File: config.mk
export PLATFORM = sky130hd
export DESIGN_NAME = jk_excite_ctrl
export DESIGN_NICKNAME = d
export VERILOG_FILES = /design/src/rtl/jk_excite_ctrl.sv
export SDC_FILE = /design/constraint.sdc
export NUM_CORES = 1
export LEC_CHECK = 0
export ABC_AREA = 1
export BUFFER_PORTS_ARGS = -buffer_cell sky130_fd_sc_hd__buf_2
export CORE_MARGIN = 1
export CORE_UTILIZATION = 55
export CTS_CLUSTER_DIAMETER = 40
export DETAILED_ROUTE_END_ITERATION = 10
export GPL_TIMING_DRIVEN = 1
export PLACE_DENSITY = 0.91
export SYNTH_ARGS = -nofsm -noshare
export SYNTH_HDL_FRONTEND = slang
export SYNTH_SLANG_ARGS = --single-unit
File: constraint.sdc
create_clock -name clk -period 2.9 [get_ports clk]
set_input_delay 0.58 -clock clk [delete_from_list [all_inputs] [get_ports clk]]
set_output_delay 0.58 -clock clk [all_outputs]
set_load 0.1 [all_outputs]
File: src/rtl/jk_excite_ctrl.sv
// jk_excite_ctrl: drives J/K of a JK flop bank toward a target word, then verifies and retries.
// Optional JK_TOGGLE_EN: changed bits use the 11 (toggle) drive instead of set/reset.
module jk_excite_ctrl #(
  parameter int WIDTH     = 8,
  parameter int MAX_RETRY = 2
) (
  input  logic             clk,
  input  logic             rst,
  input  logic             tgt_valid,
  input  logic [WIDTH-1:0] tgt_data,
  output logic             tgt_ready,
  input  logic [WIDTH-1:0] q_fb,
  output logic [WIDTH-1:0] j_out,
  output logic [WIDTH-1:0] k_out,
  output logic             done,
  output logic             err,
  output logic [WIDTH-1:0] err_mask
);
  localparam int CW = (MAX_RETRY < 1) ? 1 : $clog2(MAX_RETRY + 1);
  localparam logic [CW-1:0] MAXR = CW'(MAX_RETRY);
  typedef enum logic [1:0] {IDLE, DRIVE, CHECK} state_t;
  state_t state_q, state_d;
  logic [WIDTH-1:0] tgt_q, tgt_d, j_q, j_d, k_q, k_d, mask_q, mask_d, src, j_x, k_x;
  logic [CW-1:0] cnt_q, cnt_d;
  logic done_q, done_d, err_q, err_d;
  // In IDLE the excitation is computed from the incoming word, afterwards from the latched target
  assign src = (state_q == IDLE) ? tgt_data : tgt_q;
`ifdef JK_TOGGLE_EN
  assign j_x = q_fb ^ src;
  assign k_x = q_fb ^ src;
`else
  assign j_x = ~q_fb & src;
  assign k_x = q_fb & ~src;
`endif
  assign tgt_ready = (state_q == IDLE);
  assign j_out     = j_q;
  assign k_out     = k_q;
  assign done      = done_q;
  assign err       = err_q;
  assign err_mask  = mask_q;
  always_comb begin
    state_d = state_q;
    tgt_d   = tgt_q;
    cnt_d   = cnt_q;
    mask_d  = mask_q;
    j_d     = '0;
    k_d     = '0;
    done_d  = 1'b0;
    err_d   = 1'b0;
    case (state_q)
      IDLE: if (tgt_valid) begin
        tgt_d   = tgt_data;
        mask_d  = '0;
        cnt_d   = '0;
        j_d     = j_x;
        k_d     = k_x;
        state_d = DRIVE;
      end
      DRIVE: state_d = CHECK;
      CHECK: if (q_fb == tgt_q) begin
        done_d  = 1'b1;
        state_d = IDLE;
      end else if (cnt_q < MAXR) begin
        cnt_d   = cnt_q + 1'b1;
        j_d     = j_x;
        k_d     = k_x;
        state_d = DRIVE;
      end else begin
        err_d   = 1'b1;
        mask_d  = q_fb ^ tgt_q;
        state_d = IDLE;
      end
      default: state_d = IDLE;
    endcase
  end
  always_ff @(posedge clk or posedge rst) begin
    if (rst) begin
      state_q <= IDLE;
      tgt_q   <= '0;
      cnt_q   <= '0;
      mask_q  <= '0;
      j_q     <= '0;
      k_q     <= '0;
      done_q  <= 1'b0;
      err_q   <= 1'b0;
    end else begin
      state_q <= state_d;
      tgt_q   <= tgt_d;
      cnt_q   <= cnt_d;
      mask_q  <= mask_d;
      j_q     <= j_d;
      k_q     <= k_d;
      done_q  <= done_d;
      err_q   <= err_d;
    end
  end
endmodule
# After elaboration in Yosys (flattened, before gate mapping)
# Index checks and enable logic that the tools add are counted.
# op_classes
addsub	1
order_cmp	1
eq_ne	7
n_mux	26
bitwise_logic	5
reduce_logical	5
# op_table
cell	n
$mux 8	10
$pmux 8 s2	3
$and 8x8->8	2
$not 8->8	2
$eq 8x8->1	1
$mux 2	4
$ne 2x2->1 const B	4
$reduce_and 4->1	2
$xor 8x8->8	1
$mux 1	7
$pmux 2 s3	1
$pmux 2 s2	1
$add 2x1->2 const B	1
$eq 2x1->1 const B	1
$eq 2x2->1 const B	1
$logic_not 2->1	1
$lt 2x2->1 const B	1
$reduce_and 2->1	1
$reduce_bool 2->1	1
# word_totals
reg_bits	38
in_bits	19
output_inout_bits	27
wordCells	53

# Depth between registers and ports, before layout
# Gate-level depths: netlist of the first run.
# depth
ltp_word	7
depth_mapped	9
depth_no_buf	9

# Worst setup path before layout of the first run
# Ideal clock, no wire load.
# synth_path
path_kind	reg2out
startpoint	register mask_q[0], in the netlist err_mask[0]
endpoint	output port err_mask[0]
arrival_ps	898
required_ps	2320
slack_ps	1422
stages_incl_launch_ff	1
path_buffers	0
cell_sequence	dfrtp_1
# synth_lines
item	line	rtl
from (decl)	23	logic [WIDTH-1:0] tgt_q, tgt_d, j_q, j_d, k_q, k_d, mask_q, mask_d, src, j_x, k_x;
from (signal assigned)	90	mask_q <= mask_d;
to (decl)	17	output logic [WIDTH-1:0] err_mask
# No word-level cell between the ends.

# Worst setup path after layout of the first run
# layout_path
startpoint	register state_q[1]
endpoint	output port tgt_ready
# layout_via
elab_chain_len	1
# layout_rtl
item	line	rtl
from (decl)	22	state_t state_q, state_d;
from (signal assigned)	87	state_q <= state_d;
$logic_not 2->1	35	assign tgt_ready = (state_q == IDLE);
to (decl)	11	output logic tgt_ready,
# No other way between the ends.

==> results of run 1 <==
## cells in the mapped netlist, types with 2 or more instances
cell and instances:
sky130_fd_sc_hd__nand2_1 60, sky130_fd_sc_hd__or2_1 5, sky130_fd_sc_hd__clkbuf_1 2, sky130_fd_sc_hd__a21oi_2 9, sky130_fd_sc_hd__nor2_2 2, sky130_fd_sc_hd__nor2_1 15, sky130_fd_sc_hd__nand3_2 2, sky130_fd_sc_hd__nand4_1 9
sky130_fd_sc_hd__o21ai_0 12, sky130_fd_sc_hd__inv_1 26, sky130_fd_sc_hd__nand3_1 9, sky130_fd_sc_hd__nand2_2 3, sky130_fd_sc_hd__dfrtp_1 38, sky130_fd_sc_hd__buf_2 3, sky130_fd_sc_hd__or2_0 3, sky130_fd_sc_hd__a21oi_1 12
## worst reg2reg max path, cell delays in order (launching register included)
cell	delay (ns)
sky130_fd_sc_hd__dfrtp_1	0.44
sky130_fd_sc_hd__nor2_4	0.36
sky130_fd_sc_hd__nand2_2	0.50
sky130_fd_sc_hd__nand2_2	0.33
sky130_fd_sc_hd__nand4_1	0.15
sky130_fd_sc_hd__nand2_1	0.09
## flip-flops by register name, indices dropped and copies added, names as in the netlist
| name | cells |
|---|---|
| j_out | 8 |
| err | 1 |
| tgt_q | 8 |
| state_q | 2 |
| err_mask | 8 |
| cnt_q | 2 |
| k_out | 8 |
| done | 1 |
## cell families after synthesis
| kind of cell | count (synthesis) | synth area share [%] |
|---|---|---|
| AO/OA/AOI/OAI | 34 | 11.3 |
| AND/OR/NAND/NOR | 110 | 28.2 |
| buffers and inverters | 34 | 8.25 |
| flip-flops | 38 | 52.2 |
## worst max-delay path by stage
stage,end,from,cells past startpoint
4_1_cts,tgt_ready,state_q[1],2
6_report,tgt_ready,state_q[1],2
2_1_floorplan,err_mask[0],err_mask[0],0
5_1_grt,tgt_ready,state_q[1],2
3_5_place_dp,tgt_q[2],state_q[1],5
3_3_place_gp,tgt_ready,state_q[1],2
## final cells by class
| type | count | area, µm² |
|---|---|---|
| multi-input cells | 144 | 719 |
| inverters | 27 | 101 |
| flip-flops and latches | 38 | 951 |
| well taps | 44 | 55.1 |
| fillers | 251 | 950 |
| clock buffers | 8 | 78.8 |
| repair buffers | 48 | 248 |
## per-layer routing
layer  track usage [%]  share of wire [%]  vias up
met1              31.2                 45      703
met4              12.3                2.1        0
li1                  -                  -      779
met5                 0                  0        -
met2              36.0                 48       39
met3              6.77                4.7        6
## stage by stage
| stage | worst slack (ns) | instances | hold slack [ns] | cell area (µm²) |
|---|---|---|---|---|
| after floorplan | 1.42 | 216 | 0.490 | 1820 |
| after global placement | 1.09 | 301 | 0.481 | 2070 |
| after detailed placement | 1.03 | 301 | 0.483 | 2070 |
| after CTS | 0.652 | 309 | 0.400 | 2150 |
| after global routing | 0.555 | 309 | 0.456 | 2150 |
| final | 0.656 | 309 | 0.377 | 2150 |
==> results.py, run 1 <==
metrics = {
    "run_status": {
        "run_status": "finished clean",
    },
    "setup_path": {
        "start_kind": "flop",
        "worst_path_dominant_cell_family": "buffers and inverters",
        "worst_path_max_delay_cell": "sky130_fd_sc_hd__buf_2",
        "arrival_ns": 1.66,
        "timing.rr.start": "state_q[1]",
        "timing.critical_path.fanout_max": 18,
        "rrSetupSlack_ns": 0.98,
        "critical_path_class": "flop to output pin",
        "cpPeakStageDelay_ns": 0.51,
        "reg2regPathDepth": 5,
        "crit_required_ns": 2.32,
        "end_kind": "output pin",
        "crit_buf_inv": 1,
        "crit-reg2reg-capture": "err_mask[6]",
        "critical_path_cell_by_cell": "nor2_4, buf_2",
    },
    "final_layout": {
        "diodes_inserted": 0,
        "layout.cells.most_common_list": "60 x sky130_fd_sc_hd__nand2_1, 45 x sky130_fd_sc_hd__buf_2, 38 x sky130_fd_sc_hd__dfrtp_1",
        "share_of_layout_cells_above_drive_strength_1_pct": 28.3,
        "mostFrequentLayoutCell": "sky130_fd_sc_hd__nand2_1",
        "postLayoutCoreUtil_pct": 69.4,
        "layout-area-overhead-vs-synth_pct": 18.3,
        "final_nets": 283,
    },
    "sta": {
        "final_critical_delay_including_setup_and_external_delays_ns": 2.24,
        "slew_at_the_pin_closest_to_its_max_slew_limit_ns": 0.844,
        "timing.final.max_slew_violations": 0,
        "clock.fmax_mhz": 446,
        "setup_skew_ns": 0.00770,
        "min_period_over_period_pct": 77.4,
        "hold_viol_final": 0,
        "tns_ns": 0,
        "worst_slew_margin_relative_to_its_limit_pct": 43.7,
        "grt_setup_unrepaired": "no",
        "setup_violations": 0,
    },
    "routing": {
        "detailroute.via_count": 1527,
        "initialDrtViolationCount": 53,
        "remaining_drc_errors": 0,
        "drt.antenna.violating_nets": 0,
        "detailedRoute.firstPassIterationCount": 4,
        "post_drt_via_cell_ratio": 4.94,
        "totalWireLength_um": 3450,
        "routed_wire_length_per_instance_um": 11.2,
    },
    "yosys": {
        "synth_fp_nets": 235,
        "synthArstFlopShare_pct": 100,
        "synth.area.top_cells": "sky130_fd_sc_hd__dfrtp_1 52%, sky130_fd_sc_hd__nand2_1 12%, sky130_fd_sc_hd__inv_1 5.4%",
        "yosys.area.top_type": "sky130_fd_sc_hd__dfrtp_1",
        "netlist.area_leader.share_pct": 52.2,
        "register_bit_count_reported_by_yosys": 38,
        "yosysWarningCount": 0,
        "seq_area_frac_synth_pct": 52.2,
        "post_synth_inst_count": 216,
        "synth_area_per_cell_um2": 8.43,
        "library_cells_used_by_synthesis": 22,
        "yosys_most_used_dff": "sky130_fd_sc_hd__dfrtp_1",
        "synth_enable_flop_cells": 0,
        "syn_area_um2": 1820,
    },
    "flow_run": {
        "maxCapViolations": 0,
    },
    "clock_tree": {
        "cts_max_path_buffers": 2,
        "post_cts_hold_buffer_count": 0,
        "clk_sinks": 38,
        "cts.htree.levels": 2,
        "path_clk_slew_ns": 0.11,
        "cts_tree": "done",
        "ctsResizeCount": 0,
        "cts_inserted_buffers": 5,
        "post_cts_setup_buffers": 0,
        "clock_insertion_delay_worst_skew_ns": 0.35,
        "clk_root_buffer_cell": "sky130_fd_sc_hd__clkbuf_4",
    },
    "placement": {
        "routabilityCongestion": 0.782,
        "place.port_buffers": 45,
        "post-dp-hpwl_um": 2510,
    },
    "floorplanning": {
        "floorplan.initialDensity_pct": 58.7,
        "die_width_um": 59.5,
        "die_area_um2": 3540,
        "floorplan.io_pins": 46,
        "die_h_um": 59.5,
        "core_region_area_um2": 3100,
        "floorplan.rows": 20,
    },
    "global_route": {
        "grt_first_pass_wirelength_um": 6020,
        "groute.usage.overall_pct": 23.8,
        "antenna_found_initial": 0,
        "vias_in_the_first_global_route": 1369,
        "global_route_overflow": 0,
        "largest_net_degree_at_the_start_of_global_routing": 35,
    },
    "min_path": {
        "hold_class": "primary input to async pin",
    },
}
Power of run 1 is not shown: default switching activity piles up to over one toggle a cycle in this logic, so the estimate is an artifact.
==> run 2: changes to the inputs <==
--- a/config.mk
+++ b/config.mk
@@ -5,14 +5,14 @@
 export SDC_FILE = /design/constraint.sdc
 export NUM_CORES = 1
 export LEC_CHECK = 0
-export ABC_AREA = 1
+export ABC_AREA = 0
 export BUFFER_PORTS_ARGS = -buffer_cell sky130_fd_sc_hd__buf_2
 export CORE_MARGIN = 1
-export CORE_UTILIZATION = 55
+export CORE_UTILIZATION = 46
 export CTS_CLUSTER_DIAMETER = 40
 export DETAILED_ROUTE_END_ITERATION = 10
 export GPL_TIMING_DRIVEN = 1
-export PLACE_DENSITY = 0.91
+export PLACE_DENSITY = 0.84
 export SYNTH_ARGS = -nofsm -noshare
 export SYNTH_HDL_FRONTEND = slang
 export SYNTH_SLANG_ARGS = --single-unit
==> constraint.sdc (replaced) <==
create_clock -name clk -period 1.9 [get_ports clk]
set_input_delay 0.38 -clock clk [delete_from_list [all_inputs] [get_ports clk]]
set_output_delay 0.38 -clock clk [all_outputs]
set_load 0.1 [all_outputs]
==> run 2 against run 1 <==
Largest cell class unchanged. Utilization is 11 points lower. Non-clock buffer count is 1 lower. Register-to-register slack worse by 0.74 ns. Critical path type unchanged. Setup slack worse by 0.50 ns. Routed wire length is 3.4% lower. Clock-buffer cell count is 1 lower. Clock skew is 0.0040 ns higher. Sequential share of layout area is 4.4 points higher.
==> results.py, run 2 <==
metrics = {
    "global_route": {
        "global_route_overflow": 0,
        "antenna_found_initial": 0,
        "vias_in_the_first_global_route": 1123,
        "grt_first_pass_wirelength_um": 5350,
        "groute.usage.overall_pct": 20.2,
        "largest_net_degree_at_the_start_of_global_routing": 39,
    },
    "sta": {
        "tns_ns": 0,
        "hold_viol_final": 0,
        "setup_skew_ns": 0.0117,
        "worst_slack_ns": 0.151,
        "grt_setup_unrepaired": "no",
        "min_period_over_period_pct": 92.0,
        "final_critical_delay_including_setup_and_external_delays_ns": 1.75,
        "timing.final.max_slew_violations": 0,
        "slew_at_the_pin_closest_to_its_max_slew_limit_ns": 0.491,
        "setup_violations": 0,
        "worst_slew_margin_relative_to_its_limit_pct": 67.5,
        "clock.fmax_mhz": 572,
    },
    "routing": {
        "wl_met1_um": 1370,
        "routed_wire_length_per_instance_um": 14.7,
        "wl_met2_um": 1680,
        "detailedRoute.firstPassIterationCount": 4,
        "remaining_drc_errors": 0,
        "drt.antenna.violating_nets": 0,
        "top_layer_used": "met4",
        "detailroute.via_count": 1180,
        "post_drt_via_cell_ratio": 5.22,
        "initialDrtViolationCount": 46,
        "route.met3.wl_um": 248,
        "totalWireLength_um": 3330,
    },
    "floorplanning": {
        "floorplan.io_pins": 46,
        "core_region_area_um2": 3360,
        "floorplan.initialDensity_pct": 48.3,
        "floorplan.rows": 21,
        "die_area_um2": 3770,
        "die_h_um": 61.4,
        "die_width_um": 61.4,
    },
    "setup_path": {
        "start_kind": "flop",
        "crit_required_ns": 1.52,
        "critical_path_class": "flop to output pin",
        "timing.critical_path.fanout_max": 10,
        "arrival_ns": 1.37,
        "end_kind": "output pin",
    },
    "yosys": {
        "register_bit_count_reported_by_yosys": 38,
        "seq_area_frac_synth_pct": 58.6,
        "synth.top_cells.by_count": "38 x sky130_fd_sc_hd__dfrtp_1, 18 x sky130_fd_sc_hd__nand2_1, 10 x sky130_fd_sc_hd__mux2i_1",
        "yosys_most_used_dff": "sky130_fd_sc_hd__dfrtp_1",
        "yosys.area.top_type": "sky130_fd_sc_hd__dfrtp_1",
        "netlist.area_leader.share_pct": 58.6,
        "post_synth_inst_count": 130,
        "library_cells_used_by_synthesis": 28,
        "synthArstFlopShare_pct": 100,
        "yosysWarningCount": 0,
        "syn_area_um2": 1620,
        "synth_area_per_cell_um2": 12.5,
        "synth_fp_nets": 149,
        "yosys.cell_count.top_type": "sky130_fd_sc_hd__dfrtp_1",
        "synth_enable_flop_cells": 0,
        "synth.area.top_cells": "sky130_fd_sc_hd__dfrtp_1 59%, sky130_fd_sc_hd__mux2i_1 6.2%, sky130_fd_sc_hd__mux2_2 5.5%",
    },
    "placement": {
        "pre_cts_ws_ns": 0.173,
        "post-dp-hpwl_um": 2370,
        "dpl_cell_area_um2": 1900,
        "place.port_buffers": 45,
        "routabilityCongestion": 0.771,
    },
    "clock_tree": {
        "post_cts_hold_buffer_count": 0,
        "clk_sinks": 38,
        "cts_inserted_buffers": 5,
        "ctsResizeCount": 0,
        "cts.htree.levels": 2,
        "post_cts_setup_buffers": 0,
        "clk_root_buffer_cell": "sky130_fd_sc_hd__clkbuf_4",
        "cts_tree": "done",
        "cts_max_path_buffers": 2,
        "clock_insertion_delay_worst_skew_ns": 0.35,
        "path_clk_slew_ns": 0.11,
    },
    "final_layout": {
        "sequential_cell_area_um2": 951,
        "layout.cells.most_common_list": "44 x sky130_fd_sc_hd__buf_2, 38 x sky130_fd_sc_hd__dfrtp_1, 18 x sky130_fd_sc_hd__nand2_1",
        "mostFrequentLayoutCell": "sky130_fd_sc_hd__buf_2",
        "layout-area-overhead-vs-synth_pct": 20.6,
        "number_of_fill_cells": 315,
        "postLayoutCellArea_um2": 1960,
        "final_nets": 198,
        "diodes_inserted": 0,
        "multi_input_combinational_cell_area_um2": 632,
        "share_of_layout_cells_above_drive_strength_1_pct": 37.8,
    },
    "run_status": {
        "run_status": "finished clean",
    },
    "min_path": {
        "hold_class": "primary input to async pin",
    },
    "flow_run": {
        "maxCapViolations": 0,
    },
}
==> run 2: per-stage QoR <==
stage               util, %  hold WS, ns  instances
floorplan                 -        0.447        130
global placement       56.5        0.505        218
finish                 58.3        0.124        226
detailed placement     56.5        0.517        218
CTS                    58.3        0.130        226
global route           58.3        0.167        226
==> run 2: worst max-delay path: stages (launching register included) <==
cell and delay, ns:
sky130_fd_sc_hd__dfrtp_1 0.50, sky130_fd_sc_hd__nor2_8 0.31, sky130_fd_sc_hd__buf_12 0.22
==> run 2: worst paths after layout <==
check / start / end / slack (ns) / depth (start not counted)
max: state_q[1] / tgt_ready / 0.15 / 2
min: rst / k_out[4] / 0.12 / 3
max reg2reg: tgt_q[5] / j_out[7] / 0.24 / 5
min reg2reg: err_mask[6] / err_mask[6] / 0.53 / 2
max in group asynchronous: rst / err / 1.44 / 3
min in group clk: q_fb[4] / j_out[4] / 0.22 / 2
==> run 2: kinds of logic (layout without fill, tap and decap cells) <==
kind of cell	count (synthesis)	count (layout)	share of synthesized area, %
DFF	38	38	58.6
and+or+nand+nor	31	31	10.5
AOI/OAI and AO/OA	29	29	12.4
muxes	18	18	11.7
xor gates and xnor gates	8	8	4.31
buffers and inverters	6	56	2.54
==> run 2: final cells by class <==
type,count,area share (%)
clock buffer,7,2.81
clock inverter,1,0.255
multi-input combinational,86,32.2
inverter,1,0.192
sequential,38,48.5
timing repair buffer,47,13.0
tap,46,2.94
==> run 2: metal layers <==
layer | vias up | track usage [%]
li1 | 562 | -
met1 | 575 | 26.2
met2 | 40 | 31.7
met3 | 3 | 7.98
met4 | 0 | 5.71
met5 | - | 0
Power of run 2 is left out for the same reason.
